## src/rtl/mult_share_arb.sv

```systemverilog
// mult_share_arb: round-robin sharing of one 8x8 wallace_tree_approx multiplier among NREQ
// requesters behind a two-stage pipeline. Define MULT_SHARE_ARB_FIXED_PRIO_EN for fixed priority.

module wallace_tree_approx (
  input  logic [7:0]  a_i,
  input  logic [7:0]  b_i,
  output logic [15:0] p_o
);
  logic [15:0] pp [8];
  logic [15:0] s0, c0, s1, c1, s2, c2, s3, c3, s4, c4, s5, c5;

  function automatic logic [31:0] csa(input logic [15:0] x, input logic [15:0] y,
                                      input logic [15:0] z);
    logic [15:0] s, c;
    s = x ^ y ^ z;
    c = ((x & y) | (x & z) | (y & z)) << 1;
    return {s, c};
  endfunction

  always_comb begin
    for (int i = 0; i < 8; i++)
      pp[i] = {8'h00, a_i & {8{b_i[i]}}} << i;
  end

  // 8 -> 6 -> 4 -> 3 -> 2 rows; the product fits 16 bits so dropped top carries are harmless
  assign {s0, c0} = csa(pp[0], pp[1], pp[2]);
  assign {s1, c1} = csa(pp[3], pp[4], pp[5]);
  assign {s2, c2} = csa(s0, c0, s1);
  assign {s3, c3} = csa(c1, pp[6], pp[7]);
  assign {s4, c4} = csa(s2, c2, s3);
  assign {s5, c5} = csa(s4, c4, c3);
  assign p_o = s5 + c5;
endmodule

module mult_share_arb #(
  parameter int NREQ = 4,
  parameter int IDW  = 2
) (
  input  logic              clk,
  input  logic              rst,
  input  logic [NREQ-1:0]   req_valid,
  output logic [NREQ-1:0]   req_ready,
  input  logic [8*NREQ-1:0] req_a,
  input  logic [8*NREQ-1:0] req_b,
  output logic              rsp_valid,
  input  logic              rsp_ready,
  output logic [IDW-1:0]    rsp_id,
  output logic [15:0]       rsp_product,
  output logic              busy
);
  logic           v1_q, v2_q;
  logic [7:0]     a1_q, b1_q;
  logic [IDW-1:0] id1_q, id2_q, ptr_q, ptr_d;
  logic [15:0]    prod_q, mult_p;
  logic           adv1, adv2, found, accept;
  logic [IDW-1:0] gnt;
  logic [7:0]     gnt_a, gnt_b;

  assign adv2 = !v2_q || rsp_ready;
  assign adv1 = !v1_q || adv2;

  // first valid requester at or after ptr, wrapping
  always_comb begin
    found = 1'b0;
    gnt   = '0;
    for (int k = 0; k < NREQ; k++) begin
      for (int j = 0; j < NREQ; j++) begin
        if (!found && req_valid[j] &&
            ((int'(ptr_q) + k == j) || (int'(ptr_q) + k == j + NREQ))) begin
          found = 1'b1;
          gnt   = IDW'(j);
        end
      end
    end
  end

  always_comb begin
    gnt_a     = '0;
    gnt_b     = '0;
    req_ready = '0;
    for (int j = 0; j < NREQ; j++) begin
      if (found && gnt == IDW'(j)) begin
        gnt_a        = req_a[8*j +: 8];
        gnt_b        = req_b[8*j +: 8];
        req_ready[j] = adv1 && !rst;
      end
    end
  end

  assign accept = found && adv1 && !rst;

  always_comb begin
    ptr_d = ptr_q;
`ifdef MULT_SHARE_ARB_FIXED_PRIO_EN
    ptr_d = '0;
`else
    if (accept)
      ptr_d = (gnt == IDW'(NREQ-1)) ? '0 : gnt + IDW'(1);
`endif
  end

  wallace_tree_approx u_mult (
    .a_i (a1_q),
    .b_i (b1_q),
    .p_o (mult_p)
  );

  always_ff @(posedge clk) begin
    if (rst) begin
      v1_q   <= 1'b0;
      v2_q   <= 1'b0;
      a1_q   <= '0;
      b1_q   <= '0;
      id1_q  <= '0;
      id2_q  <= '0;
      prod_q <= '0;
      ptr_q  <= '0;
    end else begin
      ptr_q <= ptr_d;
      if (adv1) begin
        v1_q <= found;
        if (found) begin
          a1_q  <= gnt_a;
          b1_q  <= gnt_b;
          id1_q <= gnt;
        end
      end
      // S2 keeps its last result when S1 is empty so rsp_* never glitch
      if (adv2) begin
        v2_q <= v1_q;
        if (v1_q) begin
          prod_q <= mult_p;
          id2_q  <= id1_q;
        end
      end
    end
  end

  assign rsp_valid   = v2_q;
  assign rsp_id      = id2_q;
  assign rsp_product = prod_q;
  assign busy        = v1_q | v2_q;
endmodule

```

## config.mk

```make
export PLATFORM = sky130hd
export DESIGN_NAME = mult_share_arb
export DESIGN_NICKNAME = d
export VERILOG_FILES = /design/src/rtl/mult_share_arb.sv
export SDC_FILE = /design/constraint.sdc
export NUM_CORES = 1
export LEC_CHECK = 0
export BUFFER_PORTS_ARGS = -buffer_cell sky130_fd_sc_hd__buf_2
export CAP_MARGIN = 0
export CELL_PAD_IN_SITES_DETAIL_PLACEMENT = 1
export CELL_PAD_IN_SITES_GLOBAL_PLACEMENT = 2
export CORE_UTILIZATION = 25
export CTS_BUF_LIST = sky130_fd_sc_hd__clkbuf_2 sky130_fd_sc_hd__clkbuf_4 sky130_fd_sc_hd__clkbuf_8
export DETAILED_ROUTE_END_ITERATION = 12
export HOLD_SLACK_MARGIN = 0.03
export PLACE_DENSITY_LB_ADDON = 0.1
export SYNTH_ARGS = -nofsm -noshare
export SYNTH_HDL_FRONTEND = slang
export SYNTH_SLANG_ARGS = --single-unit
export TNS_END_PERCENT = 30
```

## constraint.sdc

```tcl
create_clock -name clk -period 4.1 [get_ports clk]
set_clock_uncertainty 0.1 [all_clocks]
set_input_delay 0.615 -clock clk [delete_from_list [all_inputs] [get_ports clk]]
set_output_delay 0.615 -clock clk [all_outputs]
set_load 0.05 [all_outputs]
```

==> results of run 1 <==
[critical path, stage by stage, from the launching register on]
cell	delay, ns
sky130_fd_sc_hd__dfxtp_4	0.40
sky130_fd_sc_hd__buf_12	0.11
sky130_fd_sc_hd__buf_6	0.09
sky130_fd_sc_hd__nand2_4	0.04
sky130_fd_sc_hd__fa_1	0.49
sky130_fd_sc_hd__inv_1	0.05
sky130_fd_sc_hd__fa_1	0.47
sky130_fd_sc_hd__fa_2	0.58
sky130_fd_sc_hd__ha_4	0.21
sky130_fd_sc_hd__ha_4	0.16
sky130_fd_sc_hd__fa_2	0.37
sky130_fd_sc_hd__a211oi_4	0.33
sky130_fd_sc_hd__buf_4	0.17
sky130_fd_sc_hd__o21bai_1	0.08
sky130_fd_sc_hd__a21oi_2	0.17
sky130_fd_sc_hd__or4_1	0.12
sky130_fd_sc_hd__nand3_1	0.06
[kinds of logic (layout without fill, tap and decap cells)]
logic type	Yosys count	after routing	share of synthesized area, %
adders and majority gates	66	66	27.67
DFF	40	40	19.81
xor gates and xnor gates	3	3	0.6501
and+or+nand+nor	174	174	21.88
buffers and inverters	83	205	8.264
muxes	4	4	1.021
AOI/OAI and AO/OA	124	124	20.71
[layer usage]
layer / wire [um] / part of all wire [%] / global-route usage (%)
met5: 0 / 0 / 0
met1: 5997 / 46 / 20.74
met4: 121 / 0.93 / 3.737
met3: 586 / 4.5 / 3.055
met2: 6354 / 49 / 29.38
[final cells by class]
| type | count | area [um^2] |
|---|---|---|
| Fill cell | 1919 | 10490 |
| Sequential cell | 40 | 835.8 |
| Multi-Input combinational cell | 371 | 3062 |
| Clock inverter | 2 | 38.79 |
| Inverter | 55 | 206.4 |
| Timing Repair Buffer | 142 | 847.1 |
| Tap cell | 216 | 270.3 |
| Clock buffer | 6 | 82.58 |
[stage by stage]
step           std cells  hold WS, ns  TNS [ns]  setup slack [ns]
2_1_floorplan        494       0.3313         0          0.004901
3_3_place_gp         814       0.3428    -1.339           -0.2809
3_5_place_dp         814       0.3461    -1.491           -0.3250
4_1_cts              829       0.3591  -0.09375          -0.04630
5_1_grt              832       0.3770   -0.5670           -0.1534
6_report             832       0.3555  -0.01939          -0.01939
[sequential cells by signal (all words and copies together), names as in the netlist]
signal,count
a1_q,8
ptr_q,2
id1_q,2
rsp_product,16
rsp_valid,1
rsp_id,2
b1_q,8
v1_q,1
[what timing repair did]
| action | in CTS | in global routing |
|---|---|---|
| hold endpoints to repair | 0 | 0 |
| pin swaps | 21 | 23 |
| resized for setup | 43 | 10 |
| endpoints found under the setup margin | 7 | 7 |
| hold buffers | 0 | 0 |
| buffers inserted | 7 | 3 |
[power by group through the flow]
stage	Clock [mW]	Combinational (mW)	Sequential (mW)
after detailed placement	0	0.851	0.526
after CTS	0.370	0.931	0.522
after floorplan	0	0.483	0.559
after global placement	0	0.845	0.524
final	0.360	0.937	0.522
after global routing	0.386	1.06	0.533
[cell usage after synthesis (2+ instances only)]
cell type / instances / area [um^2]
sky130_fd_sc_hd__nand2_1: 59 / 221.5
sky130_fd_sc_hd__inv_1: 55 / 206.5
sky130_fd_sc_hd__and2_1: 42 / 262.8
sky130_fd_sc_hd__dfxtp_1: 40 / 800.8
sky130_fd_sc_hd__fa_1: 39 / 780.8
sky130_fd_sc_hd__ha_1: 27 / 337.8
sky130_fd_sc_hd__nor2_1: 24 / 90.09
sky130_fd_sc_hd__a21oi_1: 23 / 115.1
sky130_fd_sc_hd__o21ai_0: 23 / 115.1
sky130_fd_sc_hd__clkbuf_1: 20 / 75.07
sky130_fd_sc_hd__and3_1: 19 / 118.9
sky130_fd_sc_hd__o21bai_1: 19 / 142.6
sky130_fd_sc_hd__a31oi_1: 18 / 112.6
sky130_fd_sc_hd__o311ai_1: 10 / 87.58
sky130_fd_sc_hd__nand3_1: 8 / 40.04
sky130_fd_sc_hd__o311ai_0: 6 / 52.55
sky130_fd_sc_hd__a21o_1: 4 / 30.03
sky130_fd_sc_hd__nand2b_1: 4 / 25.02
sky130_fd_sc_hd__nor2b_1: 4 / 25.02
sky130_fd_sc_hd__o211ai_1: 4 / 30.03
sky130_fd_sc_hd__a211oi_1: 3 / 22.52
sky130_fd_sc_hd__buf_2: 3 / 15.01
sky130_fd_sc_hd__mux2i_1: 3 / 30.03
sky130_fd_sc_hd__or2_2: 3 / 18.77
sky130_fd_sc_hd__a211o_1: 2 / 17.52
sky130_fd_sc_hd__a21boi_0: 2 / 15.01
sky130_fd_sc_hd__buf_1: 2 / 7.510
sky130_fd_sc_hd__buf_6: 2 / 22.52
sky130_fd_sc_hd__nand4_1: 2 / 12.51
sky130_fd_sc_hd__o21a_1: 2 / 15.01
sky130_fd_sc_hd__o22ai_1: 2 / 12.51
sky130_fd_sc_hd__or3_1: 2 / 12.51
sky130_fd_sc_hd__or4_1: 2 / 15.01
sky130_fd_sc_hd__xor2_1: 2 / 17.52
[worst min-delay path by stage]
stage	startpoint	end	slack (ns)	cells after the start
after global routing	rsp_product[4]$_SDFFE_PP0P_	rsp_product[4]$_SDFFE_PP0P_	0.38	2
final	rsp_id[1]$_SDFFE_PP0P_	rsp_id[1]$_SDFFE_PP0P_	0.36	2
after floorplan	id1_q[0]$_SDFFE_PP0N_	rsp_id[0]$_SDFFE_PP0P_	0.33	2
after global placement	rsp_product[6]$_SDFFE_PP0P_	rsp_product[6]$_SDFFE_PP0P_	0.34	2
after CTS	rsp_id[1]$_SDFFE_PP0P_	rsp_id[1]$_SDFFE_PP0P_	0.36	2
after detailed placement	rsp_product[9]$_SDFFE_PP0P_	rsp_product[9]$_SDFFE_PP0P_	0.35	2
==> flow_summary_export.csv, run 1 <==
group,metric,value,unit
outcome,run_status,"finished, violations left",
outcome,violations,"setup timing",
layout,final_area,5343,um^2
global_route,grt_max_degree,38,
synthesis,synth_flop_cell,"sky130_fd_sc_hd__dfxtp_1",
setup_path,crit_required,4.21,ns
setup_path,rr_endpoint,"rsp_product[11]$_SDFFE_PP0P_",
timing,max-slew-margin-rel,44.59,%
routing,dr.pass1.iters,4,
routing,postRouteAntennaNets,0,
placement,dp_hpwl,10560,um
synthesis,post_synth.cell_area_avg,8.183,um^2
floorplanning,die_height,129.2,um
power,power.total,1.819,mW
clock_network,worst_skew_pair.late_latency,0.31,ns
clock_network,cts.path.max_buffers,2,
layout,layout.cells.most_common_list,"sky130_fd_sc_hd__buf_2 (94), sky130_fd_sc_hd__nand2_1 (56), sky130_fd_sc_hd__inv_1 (52)",
global_route,grt_first_pass_wirelength,21270,um
floorplanning,rows,46,
routing,drc,0,
layout,num-nets-final,752,
synthesis,synth_cell_types,48,
timing,finalWorstPathRequiredPeriod,4.119,ns
synthesis,syn_area,4043,um^2
clock_network,cts_root_buf,"sky130_fd_sc_hd__clkbuf_8",
synthesis,yosysWarningCount,0,
timing,drv_slew,0,
floorplanning,core-area,15830,um^2
synthesis,yosysSeqAreaShare,19.81,%
synthesis,synth_seq_cells,40,
layout,area_growth_syn_to_layout,32.16,%
power,seqPwrFrac,28.7,%
setup_path,timing.rr.start,"a1_q[4]$_SDFFE_PP0N_",
timing,postLayoutSetupSlackWorst,-0.01939,ns
setup_path,endpoint,"rsp_product[11]$_SDFFE_PP0P_",
setup_path,critical_path.endpoint_type,"register",
timing,slew_at_the_pin_closest_to_its_max_slew_limit,0.8311,ns
floorplanning,fp.dieArea,16680,um^2
layout,final_design_utilization,33.75,%
setup_path,worst_setup_path_startpoint,"a1_q[4]$_SDFFE_PP0N_",
layout,layout-drive-gt1-share,31.82,%
power,clock_network_power_share,19.8,%
global_route,grt_util_all_layers,16.56,%
global_route,global_route.overflow_total,0,
timing,setup_viol_count_final,1,
power,power_leakage,2.650,nW
routing,route.vias.total,3901,
power,internal_power,1.062,mW
timing,timing_hold_violations_final,0,
clock_network,clk_pin_slew_worst_paths,0.09,ns
layout,n_antenna_cell,0,
synthesis,mappedNetlistNets,631,
routing,routed_wire_length_per_instance,15.70,um
routing,route.final.wire_length,13060,um
power,power.ir.vdd_worst,0.1767,mV
power,power_frac_comb,51.5,%
setup_path,setup.reg_to_reg.worst_slack,-0.02,ns
floorplanning,die_w,129.2,um
timing,period_share,100.5,%
synthesis,edff_count_synth,0,
global_route,number_of_global_route_vias_before_repair,4201,
setup_path,worstSetupStartpointType,"register",
placement,place_area,4950,um^2
setup_path,worstPathMaxFanout,5,
synthesis,postSynthCellCount,494,
power,power.net_switching,0.7576,mW
power,power_density,340.5,nW/um^2
global_route,antenna_found_initial,0,
timing,rsz0062_at_grt,"yes",
floorplanning,ioPinCount,95,
setup_path,worst_r2r_path_depth,16,
synthesis,synth_async_sr_flop_share,0,%
layout,layout_commonest_cell,"sky130_fd_sc_hd__buf_2",
placement,buffer_ports.inserted,94,
placement,gp_routability_congestion,0.7644,
flow_run,max_cap_viol_count,0,
hold_path,hold_path.class,"reg -> reg",
clock_network,cts_made_buffers,5,
routing,detailedRoute.firstIterationViolations,121,
timing,clock.fmax,242.8,MHz
clock_network,clock-sinks,40,
clock_network,ctsHtreeMaxLevel,2,
power,netSwitchingFraction,41.64,%
setup_path,critical_path_class,"reg -> reg",
clock_network,tritoncts,"built",
floorplanning,initial_core_util,25.54,%
setup_path,worstPathArrival,4.23,ns
routing,viasPerCell,4.689,
Power figures use the tool's default switching activity.
==> inputs of run 2 (changes only) <==
Settings changed: RECOVER_POWER set to 25.
==> run 2 against run 1 <==
  * Die area did not move
  * Critical endpoint unchanged
  * Register-to-register slack barely moved
  * Non-clock buffer count did not move
  * Setup slack got worse by 0.00083 ns
  * Power barely moved
  * Hold slack improved by 0.0022 ns
  * Clock power barely moved
  * The run still ends with setup timing left
  * Clock-buffer cell count did not move
  * Global-route usage did not move
==> flow_summary_export.csv, run 2 (same netlist as run 1, synthesis figures left out) <==
group,metric,value,unit
flow_run,max_cap_viol_count,0,
power,power.total,1.819,mW
timing,drv_slew,0,
setup_path,worstPathArrival,4.23,ns
layout,filler_cell_count,1928,
global_route,global_route.overflow_total,0,
global_route,grt_max_degree,38,
clock_network,clock-sinks,40,
power,clock_network_power_share,19.8,%
setup_path,cells_along_the_critical_path,"buf_12, buf_6, nand2_4, fa_1, inv_1, fa_1, fa_2, ha_4, ha_4, fa_2, a211oi_4, buf_4, o21bai_1, a21oi_2, or4_1, nand3_1",
power,power_frac_comb,51.4,%
floorplanning,core-area,15830,um^2
timing,clock.fmax,242.7,MHz
global_route,antenna_found_initial,0,
global_route,grt_util_all_layers,16.56,%
setup_path,crit_required,4.21,ns
timing,period_share,100.5,%
setup_path,worst_path_top_cell_family_by_delay,"adder cells",
placement,gp_routability_congestion,0.7644,
routing,detailedRoute.firstIterationViolations,117,
timing,max-slew-margin-rel,44.64,%
power,netSwitchingFraction,41.76,%
setup_path,worstPathMaxFanout,5,
power,power.ir.vdd_worst,0.1764,mV
setup_path,worstSetupStartpointType,"register",
routing,viasPerCell,4.689,
timing,totalNegativeSetupSlack,-0.02023,ns
power,power.net_switching,0.7594,mW
placement,pre_cts_ws,-0.3250,ns
timing,slew_at_the_pin_closest_to_its_max_slew_limit,0.8305,ns
layout,num-nets-final,752,
setup_path,setup.reg_to_reg.worst_slack,-0.02,ns
routing,drc,0,
layout,area_growth_syn_to_layout,31.79,%
global_route,grt_first_pass_wirelength,21270,um
routing,route.vias.total,3901,
power,seqPwrFrac,28.7,%
layout,layout.cells.most_common_list,"sky130_fd_sc_hd__buf_2 (82), sky130_fd_sc_hd__nand2_1 (56), sky130_fd_sc_hd__inv_1 (52)",
setup_path,cp.buffers_inverters,4,
clock_network,cts_stage_hold_buffer_count,0,
clock_network,cts_root_buf,"sky130_fd_sc_hd__clkbuf_8",
routing,routed_wire_length_per_instance,15.73,um
floorplanning,initial_core_util,25.54,%
timing,rsz0062_at_grt,"yes",
outcome,violations,"setup timing",
power,power_leakage,2.599,nW
layout,final_area,5328,um^2
clock_network,cts.path.max_buffers,2,
clock_network,cts_made_buffers,5,
setup_path,crit_path_max_incr_delay,0.58,ns
floorplanning,die_height,129.2,um
timing,timing_hold_violations_final,0,
floorplanning,ioPinCount,95,
layout,layout-drive-gt1-share,29.87,%
clock_network,ctsHtreeMaxLevel,2,
clock_network,clk_pin_slew_worst_paths,0.09,ns
outcome,run_status,"finished, violations left",
power,power_density,341.4,nW/um^2
placement,dp_hpwl,10560,um
floorplanning,die_w,129.2,um
layout,n_antenna_cell,0,
routing,dr.pass1.iters,4,
layout,layout_commonest_cell,"sky130_fd_sc_hd__buf_2",
placement,buffer_ports.inserted,94,
layout,largest_register_ffs,16,
setup_path,critical_path_class,"reg -> reg",
floorplanning,rows,46,
global_route,number_of_global_route_vias_before_repair,4201,
routing,route.final.wire_length,13090,um
power,internal_power,1.059,mW
setup_path,critical_path.endpoint_type,"register",
timing,setup_viol_count_final,1,
hold_path,hold_path.class,"reg -> reg",
timing,finalWorstPathRequiredPeriod,4.120,ns
placement,place_area,4950,um^2
floorplanning,fp.dieArea,16680,um^2
timing,postLayoutSetupSlackWorst,-0.02023,ns
routing,postRouteAntennaNets,0,
setup_path,slowest_stage,"sky130_fd_sc_hd__fa_2",
clock_network,worst_skew_pair.late_latency,0.31,ns
timing,hold_ws,0.3577,ns
clock_network,tritoncts,"built",
run 2: cell types whose count changed in the layout (fill, tap and decap cells not counted), sizes merged:
cell | previous run | this run
clkbuf | 6 | 18
buf | 142 | 130
run 2: tightest hold or removal path: stages (launching register included):
cell and delay (ns):
sky130_fd_sc_hd__dfxtp_1 0.32, sky130_fd_sc_hd__nand2_1 0.05, sky130_fd_sc_hd__a21oi_1 0.05
run 2: final cells by class:
| class | count | area, um^2 | area share [%] |
|---|---|---|---|
| Clock inverter | 2 | 38.79 | 0.7280 |
| Timing Repair Buffer | 142 | 832.0 | 15.62 |
| Clock buffer | 6 | 82.58 | 1.550 |
| Inverter | 55 | 206.4 | 3.875 |
| Tap cell | 216 | 270.3 | 5.073 |
| Sequential cell | 40 | 835.8 | 15.69 |
| Multi-Input combinational cell | 371 | 3062 | 57.47 |
run 2: path summary, 6_finish.rpt:
| path | startpoint | to | cells after the start |
|---|---|---|---|
| hold reg to reg | rsp_id[1]$_SDFFE_PP0P_ | rsp_id[1]$_SDFFE_PP0P_ | 2 |
| setup reg to reg | a1_q[4]$_SDFFE_PP0N_ | rsp_product[11]$_SDFFE_PP0P_ | 16 |
| hold / removal | rsp_id[1]$_SDFFE_PP0P_ | rsp_id[1]$_SDFFE_PP0P_ | 2 |
| setup / recovery | a1_q[4]$_SDFFE_PP0N_ | rsp_product[11]$_SDFFE_PP0P_ | 16 |
run 2: layer usage:
| layer | GRT usage [%] | wire length [um] | share of wire, % |
|---|---|---|---|
| met2 | 29.38 | 6364 | 49 |
| met4 | 3.737 | 121 | 0.92 |
| met3 | 3.055 | 589 | 4.5 |
| met5 | 0 | 0 | 0 |
| met1 | 20.74 | 6015 | 46 |
run 2: power groups by stage:
| stage | Clock [mW] | Combinational [mW] | Sequential (mW) |
|---|---|---|---|
| after global routing | 0.386 | 1.05 | 0.533 |
| final | 0.361 | 0.935 | 0.522 |
| after global placement | 0 | 0.845 | 0.524 |
| after floorplan | 0 | 0.483 | 0.559 |
| after CTS | 0.370 | 0.931 | 0.522 |
| after detailed placement | 0 | 0.851 | 0.526 |
run 2: what timing repair did:
action	in CTS	in global routing
setup endpoints to repair	7	7
resized for setup	43	10
pin swaps	21	23
setup buffers	7	3
run 2: per-stage QoR:
| step | utilization, % | instances |
|---|---|---|
| detailed placement | 31.27 | 814 |
| global route | 33.66 | 832 |
| CTS | 33.29 | 829 |
| finish | 33.66 | 832 |
| global placement | 31.27 | 814 |
| floorplan | - | 494 |
==> inputs of run 3 (changes only) <==
Settings changed: BUFFER_PORTS_ARGS -buffer_cell sky130_fd_sc_hd__buf_2 to -buffer_cell sky130_fd_sc_hd__buf_4.
==> run 3 against run 2 <==
  * The flow now finishes without violations
  * Combinational power is 0.6% lower
  * Via count is 1.7% lower
  * Clock power is 1% lower
  * Flip-flop and latch count stayed put
  * Die area stayed put
  * Setup slack better by 0.066 ns
  * Final cell count is 0.48% lower
  * Sequential share of layout area is 0.41 points lower
==> flow_summary_export.csv, run 3 (same netlist as run 1, synthesis figures left out) <==
group,metric,value,unit
floorplanning,rows,46,
setup_path,worstSetupStartpointType,"register",
power,power.net_switching,0.7464,mW
timing,max-slew-margin-rel,33.07,%
placement,dp_hpwl,10600,um
timing,totalNegativeSetupSlack,0,ns
hold_path,whs_path_depth,2,
timing,finalWorstPathRequiredPeriod,4.054,ns
hold_path,hold-path-endpoint,"rsp_product[4]$_SDFFE_PP0P_",
layout,multiInputGateArea,3043,um^2
routing,route.final.wire_length,13080,um
layout,area_growth_syn_to_layout,35.16,%
floorplanning,die_height,129.2,um
setup_path,setup.reg_to_reg.worst_slack,0.05,ns
clock_network,worst_skew_pair.late_latency,0.30,ns
global_route,grt_util_all_layers,16.92,%
setup_path,crit_required,4.22,ns
placement,gp_routability_congestion,0.7995,
power,seqPwrFrac,28.9,%
hold_path,hold_startpoint,"rsp_product[4]$_SDFFE_PP0P_",
placement,pre_cts_ws,-0.3491,ns
layout,largest_register_ffs,16,
clock_network,tritoncts,"built",
layout,layout_commonest_cell,"sky130_fd_sc_hd__buf_4",
setup_path,critical_path_class,"reg -> reg",
floorplanning,ioPinCount,95,
routing,postRouteAntennaNets,0,
global_route,number_of_global_route_vias_before_repair,4210,
setup_path,critical_path.endpoint_type,"register",
floorplanning,die_w,129.2,um
clock_network,clk_pin_slew_worst_paths,0.09,ns
placement,place_area,5185,um^2
clock_network,cts_stage_hold_buffer_count,0,
timing,clock.fmax,246.7,MHz
clock_network,clock-sinks,40,
timing,hold_ws,0.3596,ns
timing,timing_hold_violations_final,0,
layout,filler_cell_count,1913,
routing,dr.pass1.iters,4,
layout,n_antenna_cell,0,
hold_path,hold_path.class,"reg -> reg",
layout,layout.cells.most_common_list,"sky130_fd_sc_hd__buf_4 (125), sky130_fd_sc_hd__nand2_1 (58), sky130_fd_sc_hd__inv_1 (53)",
outcome,run_status,"finished, final reports clean",
setup_path,timing.rr.start,"b1_q[3]$_SDFFE_PP0N_",
global_route,antenna_found_initial,0,
floorplanning,core-area,15830,um^2
floorplanning,initial_core_util,25.54,%
layout,final_design_utilization,34.52,%
global_route,global_route.overflow_total,0,
power,power.ir.vdd_worst,0.1491,mV
timing,drv_slew,0,
power,netSwitchingFraction,41.28,%
floorplanning,fp.dieArea,16680,um^2
layout,ff_latch_area,834.6,um^2
clock_network,cts_root_buf,"sky130_fd_sc_hd__clkbuf_8",
layout,num-nets-final,748,
global_route,grt_max_degree,38,
clock_network,cts_made_buffers,5,
timing,postLayoutSetupSlackWorst,0.04587,ns
power,power_density,330.9,nW/um^2
clock_network,ctsHtreeMaxLevel,2,
routing,viasPerCell,4.632,
power,internal_power,1.062,mW
timing,slew_at_the_pin_closest_to_its_max_slew_limit,1.002,ns
setup_path,worstPathArrival,4.17,ns
power,clock_network_power_share,19.7,%
layout,final_area,5464,um^2
routing,detailedRoute.firstIterationViolations,96,
timing,setup_viol_count_final,0,
placement,buffer_ports.inserted,94,
timing,period_share,98.88,%
routing,drc,0,
layout,layout-drive-gt1-share,29.08,%
clock_network,cts.path.max_buffers,2,
setup_path,rr_endpoint,"rsp_product[13]$_SDFFE_PP0P_",
setup_path,worstPathMaxFanout,8,
power,power_leakage,2.628,nW
routing,route.vias.total,3835,
power,power_frac_comb,51.4,%
timing,rsz0062_at_grt,"yes",
routing,routed_wire_length_per_instance,15.79,um
flow_run,max_cap_viol_count,0,
setup_path,worst_r2r_path_depth,14,
global_route,grt_first_pass_wirelength,21830,um
run 3: changes by cell type in the layout (fill, tap and decap cells not counted), sizes merged:
cell    change
buf         -5
clkbuf      +1
run 3: critical path: stages (launching register included):
cell and delay, ns:
sky130_fd_sc_hd__dfxtp_4 0.41, sky130_fd_sc_hd__nand2_2 0.07, sky130_fd_sc_hd__fa_1 0.54, sky130_fd_sc_hd__inv_1 0.05, sky130_fd_sc_hd__fa_1 0.47, sky130_fd_sc_hd__inv_1 0.05, sky130_fd_sc_hd__fa_1 0.49, sky130_fd_sc_hd__inv_1 0.05
sky130_fd_sc_hd__fa_1 0.48, sky130_fd_sc_hd__ha_4 0.19, sky130_fd_sc_hd__or3_4 0.38, sky130_fd_sc_hd__o21bai_4 0.19, sky130_fd_sc_hd__a31oi_2 0.19, sky130_fd_sc_hd__xor2_1 0.09, sky130_fd_sc_hd__o31ai_1 0.22
run 3: layout make-up:
| cell class | count | share of cell area, % |
|---|---|---|
| Timing Repair Buffer | 138 | 18.09 |
| Clock buffer | 6 | 1.511 |
| Inverter | 55 | 3.778 |
| Clock inverter | 2 | 0.7099 |
| Multi-Input combinational cell | 371 | 55.69 |
| Tap cell | 216 | 4.946 |
| Sequential cell | 40 | 15.27 |
run 3: how the worst max path moves through the flow:
stage / startpoint / endpoint / slack [ns] / cells after the start
global route: b1_q[3]$_SDFFE_PP0N_ / rsp_product[11]$_SDFFE_PP0P_ / -0.10 / 13
finish: b1_q[3]$_SDFFE_PP0N_ / rsp_product[13]$_SDFFE_PP0P_ / 0.05 / 14
floorplan: a1_q[4]$_SDFFE_PP0N_ / rsp_product[10]$_SDFFE_PP0P_ / 0.005 / 14
detailed placement: b1_q[3]$_SDFFE_PP0N_ / rsp_product[15]$_SDFFE_PP0P_ / -0.35 / 14
global placement: b1_q[3]$_SDFFE_PP0N_ / rsp_product[13]$_SDFFE_PP0P_ / -0.29 / 14
CTS: a1_q[4]$_SDFFE_PP0N_ / rsp_product[11]$_SDFFE_PP0P_ / -0.001 / 14
run 3: metal layers:
layer | vias up | GRT usage, % | part of all wire, % | routed length, um
li1 | 1910 | - | - | -
met1 | 1842 | 21.47 | 46 | 6008
met2 | 75 | 29.51 | 49 | 6346
met3 | 8 | 3.138 | 4.5 | 587
met4 | 0 | 4.152 | 1.0 | 133
met5 | - | 0 | 0 | 0
run 3: repair_timing:
action,CTS,global route
pin swaps,15,6
gates resized for setup,34,13
endpoints found under the setup margin,7,7
buffers inserted,3,3
run 3: power groups by stage:
stage          Sequential [mW]  Combinational [mW]  Clock [mW]
6_report                 0.522               0.929       0.357
5_1_grt                  0.533                1.05       0.385
4_1_cts                  0.525               0.936       0.373
3_5_place_dp             0.527               0.879           0
3_3_place_gp             0.525               0.872           0
2_1_floorplan            0.559               0.483           0
run 3: metrics by stage:
step,power (mW),cells
2_1_floorplan,1.042,494
3_3_place_gp,1.397,814
6_report,1.808,828
4_1_cts,1.834,825
3_5_place_dp,1.406,814
5_1_grt,1.963,828
